File: config.mk
export PLATFORM = sky130hd
export DESIGN_NAME = quiz_judge
export DESIGN_NICKNAME = d
export VERILOG_FILES = /design/src/rtl/quiz_pkg.sv /design/src/rtl/tick_divider.sv /design/src/rtl/quiz_judge.sv
export SDC_FILE = /design/constraint.sdc
export NUM_CORES = 1
export LEC_CHECK = 0
export BUFFER_PORTS_ARGS = -buffer_cell sky130_fd_sc_hd__buf_2
export CAP_MARGIN = 30
export CORE_MARGIN = 4
export CORE_UTILIZATION = 45
export DETAILED_ROUTE_END_ITERATION = 16
export GPL_TIMING_DRIVEN = 0
export PLACE_DENSITY_LB_ADDON = 0.05
export REMOVE_ABC_BUFFERS = 1
export SLEW_MARGIN = 0
export SYNTH_ARGS = -nofsm -noshare
export SYNTH_HDL_FRONTEND = slang
export SYNTH_HIERARCHICAL = 1
export SYNTH_SLANG_ARGS = --single-unit
File: constraint.sdc
create_clock -name clk -period 3.3 [get_ports clk]
set_input_delay 0.165 -clock clk [delete_from_list [all_inputs] [get_ports clk]]
set_output_delay 0.165 -clock clk [all_outputs]
set_load 0.05 [all_outputs]
File: src/rtl/quiz_pkg.sv
// Shared quiz definitions: FSM state encoding and default build constants.
// Used by the RNG, judge and display blocks.
package quiz_pkg;

    typedef enum logic [1:0] {
        IDLE   = 2'd0,
        RUN    = 2'd1,
        REPORT = 2'd2
    } state_e;

    localparam int unsigned QUIZ_WIDTH       = 8;
    localparam int unsigned QUIZ_TICK_DIV    = 50_000_000;
    localparam int unsigned QUIZ_LIMIT_TICKS = 10;

endpackage

File: src/rtl/tick_divider.sv
// Countdown tick generator: counts enabled cycles modulo TICK_DIV and flags
// the last cycle of each period.
//   clk, rst_n : clock, async active-low reset
//   clear      : restart the period (accepted start)
//   en         : count this cycle (judge in RUN)
//   tick       : high in the enabled cycle where the count is TICK_DIV-1
module tick_divider #(
    parameter int unsigned TICK_DIV = 4
) (
    input  logic clk,
    input  logic rst_n,
    input  logic clear,
    input  logic en,
    output logic tick
);

    localparam int unsigned CW = (TICK_DIV > 1) ? $clog2(TICK_DIV) : 1;
    localparam logic [CW-1:0] CNT_MAX = CW'(TICK_DIV - 1);

    logic [CW-1:0] r_tick_cnt;
    logic          w_last;

    assign w_last = (r_tick_cnt == CNT_MAX);
    // Same-cycle strobe so the judge sees the tick in the cycle it happens.
    assign tick   = en && w_last;

    // Period counter, wraps at TICK_DIV-1.
    always_ff @(posedge clk or negedge rst_n) begin
        if (!rst_n) begin
            r_tick_cnt <= '0;
        end else if (clear) begin
            r_tick_cnt <= '0;
        end else if (en) begin
            r_tick_cnt <= w_last ? '0 : r_tick_cnt + CW'(1);
        end
    end

endmodule

File: src/rtl/quiz_judge.sv
// Quiz answer judge: latches a question on start, counts down, compares the
// submitted answer and reports pass/fail with running score counters.
//   start/question : begin a question, question sampled when accepted
//   submit/answer  : commit an answer during RUN
//   busy           : RUN or REPORT
//   time_left      : remaining countdown ticks
//   result/timeout : last verdict (levels, cleared on next accepted start)
//   result_valid   : one-cycle strobe in REPORT
//   pass_count     : total passes, saturating
//   streak         : consecutive passes, saturating
module quiz_judge
    import quiz_pkg::*;
#(
    parameter int unsigned WIDTH       = QUIZ_WIDTH,
    parameter int unsigned TICK_DIV    = QUIZ_TICK_DIV,
    parameter int unsigned LIMIT_TICKS = QUIZ_LIMIT_TICKS
) (
    input  logic             clk,
    input  logic             rst_n,
    input  logic             start,
    input  logic [WIDTH-1:0] question,
    input  logic [WIDTH-1:0] answer,
    input  logic             submit,
    output logic             busy,
    output logic [7:0]       time_left,
    output logic             result,
    output logic             result_valid,
    output logic             timeout,
    output logic [7:0]       pass_count,
    output logic [7:0]       streak
);

    localparam logic [7:0] LIMIT = 8'(LIMIT_TICKS);
    localparam logic [7:0] SAT   = 8'hFF;

    state_e           r_state,        w_state_nxt;
    logic [WIDTH-1:0] r_q,            w_q_nxt;
    logic [7:0]       r_time_left,    w_time_left_nxt;
    logic             r_result,       w_result_nxt;
    logic             r_timeout,      w_timeout_nxt;
    logic             r_result_valid, w_result_valid_nxt;
    logic             r_busy,         w_busy_nxt;
    logic [7:0]       r_pass_count,   w_pass_count_nxt;
    logic [7:0]       r_streak,       w_streak_nxt;
    logic             w_start_acc;
    logic             w_tick;

    tick_divider #(
        .TICK_DIV (TICK_DIV)
    ) u_tick_divider (
        .clk   (clk),
        .rst_n (rst_n),
        .clear (w_start_acc),
        .en    (r_state == RUN),
        .tick  (w_tick)
    );

    // Next-state and next-output logic.
    always_comb begin
        w_state_nxt        = r_state;
        w_q_nxt            = r_q;
        w_time_left_nxt    = r_time_left;
        w_result_nxt       = r_result;
        w_timeout_nxt      = r_timeout;
        w_result_valid_nxt = 1'b0;
        w_pass_count_nxt   = r_pass_count;
        w_streak_nxt       = r_streak;
        w_start_acc        = 1'b0;

        case (r_state)
            IDLE: begin
                if (start) begin
                    w_start_acc     = 1'b1;
                    w_q_nxt         = question;
                    w_time_left_nxt = LIMIT;
                    w_result_nxt    = 1'b0;
                    w_timeout_nxt   = 1'b0;
                    w_state_nxt     = RUN;
                end
            end
            RUN: begin
                // Submit beats a coincident final tick: no decrement, no timeout.
                if (submit) begin
                    w_result_nxt       = (answer == r_q);
                    w_timeout_nxt      = 1'b0;
                    w_result_valid_nxt = 1'b1;
                    w_state_nxt        = REPORT;
                end else if (w_tick) begin
                    w_time_left_nxt = r_time_left - 8'd1;
                    if (r_time_left == 8'd1) begin
                        w_result_nxt       = 1'b0;
                        w_timeout_nxt      = 1'b1;
                        w_result_valid_nxt = 1'b1;
                        w_state_nxt        = REPORT;
                    end
                end
            end
            REPORT: begin
                if (r_result) begin
                    w_pass_count_nxt = (r_pass_count == SAT) ? SAT : r_pass_count + 8'd1;
                    w_streak_nxt     = (r_streak == SAT) ? SAT : r_streak + 8'd1;
                end else begin
                    w_streak_nxt = 8'd0;
                end
                w_state_nxt = IDLE;
            end
            default: w_state_nxt = IDLE;
        endcase

        w_busy_nxt = (w_state_nxt != IDLE);
    end

    // State and output registers.
    always_ff @(posedge clk or negedge rst_n) begin
        if (!rst_n) begin
            r_state        <= IDLE;
            r_q            <= '0;
            r_time_left    <= '0;
            r_result       <= 1'b0;
            r_timeout      <= 1'b0;
            r_result_valid <= 1'b0;
            r_busy         <= 1'b0;
            r_pass_count   <= '0;
            r_streak       <= '0;
        end else begin
            r_state        <= w_state_nxt;
            r_q            <= w_q_nxt;
            r_time_left    <= w_time_left_nxt;
            r_result       <= w_result_nxt;
            r_timeout      <= w_timeout_nxt;
            r_result_valid <= w_result_valid_nxt;
            r_busy         <= w_busy_nxt;
            r_pass_count   <= w_pass_count_nxt;
            r_streak       <= w_streak_nxt;
        end
    end

    assign busy         = r_busy;
    assign time_left    = r_time_left;
    assign result       = r_result;
    assign result_valid = r_result_valid;
    assign timeout      = r_timeout;
    assign pass_count   = r_pass_count;
    assign streak       = r_streak;

endmodule

* Word-level counts from Yosys, hierarchy flattened *
Cells that the tools add are included.

storage, ports and cells
  flip-flop bits (word level) = 64
  input port bits = 20
  output and inout bits = 28
  logic and storage cells = 65

operators by class
  add/subtract/negate cells = 4
  equal/unequal tests = 12
  multiplexer cells = 30
  reductions and logical operators = 9

operators by type and width
  kind                                                                   count
  26-bit 2-to-1 mux                                                      3
  8-bit 2-to-1 mux                                                       6
  26-bit by 1-bit adder with 26-bit output, second input constant        1
  26-bit equality test, second input constant                            1
  8-bit by 1-bit adder with 8-bit output, second input constant          2
  8-bit equality test, second input constant                             2
  8-bit one-hot mux with 2 select lines                                  1
  1-bit 2-to-1 mux                                                       13
  8-bit by 1-bit equality test with 1-bit output, second input constant  1
  8-bit equality test                                                    1
  2-bit 2-to-1 mux                                                       4
  4-bit AND reduction                                                    2
  8-bit by 1-bit subtractor with 8-bit output, second input constant     1
  2-bit != test, second input constant                                   3
  3-bit != test, second input constant                                   2
  2-bit nonzero test                                                     3
  1-bit one-hot mux with 2 select lines                                  2
  2-bit one-hot mux with 2 select lines                                  1
  2-bit AND reduction                                                    2
  2-bit by 1-bit equality test with 1-bit output, second input constant  1
  2-bit equality test, second input constant                             1
  2-bit logical NOT                                                      1
  1-bit logical AND                                                      1

* Longest topological paths before layout *
  word-level depth = 6
  depth in mapped cells = 10
  depth with buffers taken out = 8

* Cells and area by module *
The synthesis kept the hierarchy.

modules (own cells, without submodules)
  module        instances  cells an instance  area each (um^2)  seq. area each (um^2)
  quiz_judge    1          197                1906.8            950.9
  tick_divider  1          173                1551.5            650.6

* Worst setup path after synthesis *
No wires, ideal clock.

  path kind = reg-to-reg
  start point = register r_state[0]
  end point = register r_time_left[4] (netlist: time_left[4])
  setup time = 0.137 ns
  arrival time = 2.506 ns
  data required time = 3.163 ns
  setup slack = 0.657 ns
  cell stages (with the launch flop) = 10
  buffers on the path = 2
  clock period less this slack = 2.643 ns
  path through = dfrtp_1 -> nor2b_1 -> clkbuf_1 -> clkbuf_1 -> inv_1 -> nor4_1 -> nand3b_1 -> a2111oi_1 -> xnor2_1 -> nor2_1

between the ends
  longest elaborated chain between the ends = 4
  elaborated cells between the ends (all ways) = 9
  classes of those cells = eq/ne: 4; mux: 1; reduce/logical: 4

ends and longest elaborated chain
  item                                            line                source
  start, declared                                 quiz_judge.sv:36    state_e r_state, w_state_nxt;
  start signal, assigned                          quiz_judge.sv:126   r_state <= w_state_nxt;
  2-bit by 1-bit equality test with 1-bit output  quiz_judge.sv:54    .en (r_state == RUN),
  1-bit logical AND                               tick_divider.sv:25  assign tick = en && w_last;
  net w_tick                                      quiz_judge.sv:46    logic w_tick;
  2-bit != test (no line)                         n/a
  4-bit AND reduction (no line)                   n/a
  end signal, assigned                            quiz_judge.sv:128   r_time_left <= w_time_left_nxt;
  end, declared                                   quiz_judge.sv:38    logic [7:0] r_time_left, w_time_left_nxt;

The timed path passes the listed nets, and every way through them passes these cells.
A chain may end at the register's enable or synchronous reset.

* Worst setup path in the final report *
  start point = register r_state[1]
  end point = register r_time_left[4] (netlist: time_left[4])

The elaborated chain is that of the path after synthesis.

==> impl_metrics.ini <==
[run_status]
status = finished clean

[power_and_ir_drop]
p_int_mw = 1.25
p_per_area_mw_per_mm2 = 462
combPwrFrac_pct = 18.4
pwr-share-clk_pct = 29.3
peakVddDrop_uv = 305
switching_share_pct = 31.5
p_leak_nw = 1.79
power.total_mw = 1.82
seq_power_share_pct = 52.3
netSwitchingPower_mw = 0.574

[timing]
slew_violations = 0
skew_ns = 0.00529
whs_ns = 0.0229
max_freq_ghz = 0.328
final.setup.worst_slack_ns = 0.249
setup_viol = 0
finalCritPeriodShare_pct = 92.5
period_minus_slack_ns = 3.05
timing.slew.headroom_pct = 46.2
hold_violations = 0
max_slew.worst_pin.slew_ns = 0.808
rsz0062_at_grt = false
setup_tns_ns = 0

[layout]
fillers = 725
fin_nets = 446
drive_gt1_share_pct = 17.3
n_antenna_cell = 0
fin_util_pct = 53.5
fin_area_sq_mm = 0.00394
area_delta_synth_final_pct = 14.0
layout.cells.non_filler = 522

[logic_synthesis]
synth-seq-cells = 64
ys_seq_area_share_pct = 46.3
synthMuxAreaShare_pct = 0.615
yosys_most_used_dff = dfrtp_1
synth_xor_area_share_pct = 6.33
synth.avg_cell_area_sq_um = 9.35
yosysUniqueCellTypes = 52
yosysTopAreaCellShare_pct = 46.3
synth_cells = 370
yosysMostFrequentCell = dfrtp_1
async_reset_ff_share_pct = 100
synth_warnings = 6
synth_fa_ha_area_share_pct = 1.81
synth-simple-area-share_pct = 28.7
synth_top_area_cell = dfrtp_1
synth_area_leaders = dfrtp_1, nand2_1, xnor2_1, a21oi_1, xor2_1
synth_top_family_by_area = simple AND/OR/NAND/NOR gates
synthTopCellsByCount = dfrtp_1, nand2_1, nor2_1
synth_area_sq_mm = 0.00346
synth-edff-count = 0
synth_compound_gate_area_share_pct = 13.1

[clock_tree]
cts_root_buf = clkbuf_8
cts.sinks = 64
path_clk_slew_ns = 0.07
cts_tree = built
cts_buffer_depth = 2
clk_latency_ns = 0.33
cts_setup_buffers = 0
numCtsBuffers = 9
htree_levels = 3

[global_route]
antenna_found_initial = 0
overflow = 0
grt.total_usage_pct = 18.1
grt_pass1_wl_mm = 12.9
grt_max_degree = 65
grt_pass1_vias = 2772

[floorplanning]
die-area_sq_mm = 0.00915
coreArea_sq_mm = 0.00737
die_height_um = 95.7
num_io_pins = 48
start_util_pct = 46.9
dieWidth_um = 95.7
rows = 31

[setup_path]
path_depth = 8
required_ns = 3.49
critPathMaxFanout = 14
crit_path_end_kind = register
crit_end = time_left[4]
r2r_start = r_state[1]
startpoint = r_state[1]
cpPeakStageDelay_ns = 0.59
path_class = reg2reg
cp_num_buf_inv = 2
start_kind = register
crit_chain = nor2b_2 > buf_4 > inv_1 > nor4_1 > nand3b_1 > a2111oi_1 > xnor2_1 > nor2_1
cpMaxStageDelayCell = nor4_1
crit_family = simple AND/OR/NAND/NOR gates
rr_endpoint = time_left[4]
r2r_slack_ns = 0.25
ff2ff_path_depth = 8
arrival_ns = 3.25

[place]
io_buffers = 47
place_area_sq_mm = 0.00376
dp_cells = 506
place.detailed.hpwl_mm = 5.33
place_worst_setup_slack_ns = 0.0533
place_congestion = 0.763

[drt]
wl_mm = 7.65
drtIter0Drc = 164
avgRoutedWirePerCell_um = 14.7
viasPerCell = 5.61
drc_errors = 0
drt_pre_antenna_iters = 4
via_count = 2928
ant_nets = 0

[worst_hold_path]
min_path_type = in2reg

[flow_run]
drv_cap = 0
-- worst register-to-register path: stages (launching register included) --
cell	delay [ns]
dfrtp_1	0.55
nor2b_2	0.33
buf_4	0.26
inv_1	0.09
nor4_1	0.59
nand3b_1	0.38
a2111oi_1	0.49
xnor2_1	0.17
nor2_1	0.05
-- routing by layer --
metal  part of all wire [%]  up-vias  GRT usage (%)
li1                       -     1455              -
met1                     47     1400           24.9
met2                     46       65           27.7
met3                    5.6        8           5.13
met4                    1.2        0           5.69
met5                      0        -              0
-- how the worst min path moves through the flow --
stage,from,to,slack [ns],cells past startpoint
after floorplan,rst_n,busy,-0.13,0
after global placement,question[1],r_q[1],0.35,3
after detailed placement,rst_n,u_tick_divider/r_tick_cnt[19],0.32,1
after CTS,question[1],r_q[1],0.004,3
after global routing,question[0],r_q[0],0.006,3
final,question[1],r_q[1],0.02,3
-- state kept, by name (all words and copies together) (netlist names) --
register / flops
streak: 8
pass_count: 8
timeout: 1
result_valid: 1
u_tick_divider/r_tick_cnt: 26
time_left: 8
busy: 1
r_state: 2
r_q: 8
result: 1
-- cell families after synthesis --
logic type	after synthesis
fa+ha+maj	5
flops	64
simple gates	185
xor+xnor	25
mux	2
buf+inv	23
compound gates	66
-- placed cells by master, fill, tap and decap left out, types with 2 or more instances in the layout --
cell type,synthesis,layout
o31ai_1,9,9
a211oi_1,4,4
dfrtp_1,64,64
nor3_1,6,6
nor2_1,25,25
nand3_1,18,18
dlygate4sd3_1,0,3
or4_1,10,10
buf_2,2,46
clkbuf_8,0,9
nand2_1,55,55
nand4_1,16,16
nand3b_1,2,2
inv_1,11,10
o32ai_1,2,2
o21ai_0,9,9
o22ai_1,2,2
and3_1,11,11
and2_1,4,4
ha_1,5,5
and4_1,5,5
a31oi_1,5,5
nand2b_1,4,4
or3_1,8,8
nor2b_1,6,5
xor2_1,12,12
buf_4,2,3
clkinv_2,0,2
xnor2_1,13,13
a21oi_1,22,22
clkbuf_1,5,2
nor4_1,7,7
a2111oi_2,3,3
-- layout make-up --
class | count | area, sq um | area share (%)
inverters | 11 | 45.0 | 1.14
well taps | 99 | 124 | 3.14
repair buffers | 52 | 283 | 7.17
multi-input cells | 283 | 1750 | 44.3
flip-flops and latches | 64 | 1600 | 40.6
clock buffers | 11 | 131 | 3.33
clock inverters | 2 | 10.0 | 0.254
-- power by group through the flow --
stage	Sequential (mW)	Clock [mW]	Combinational, mW
after floorplan	0.966	0	0.212
after global placement	0.961	0	0.319
after detailed placement	0.964	0	0.336
after CTS	0.950	0.558	0.337
after global routing	0.967	0.596	0.381
final	0.952	0.533	0.335
-- repair_timing --
action	4_1_cts	5_1_grt
endpoints found under the setup margin	0	15
hold buffers	1	2
hold endpoints to repair	64	2
resized for setup	0	2
(Power assumes the default switching activity.)
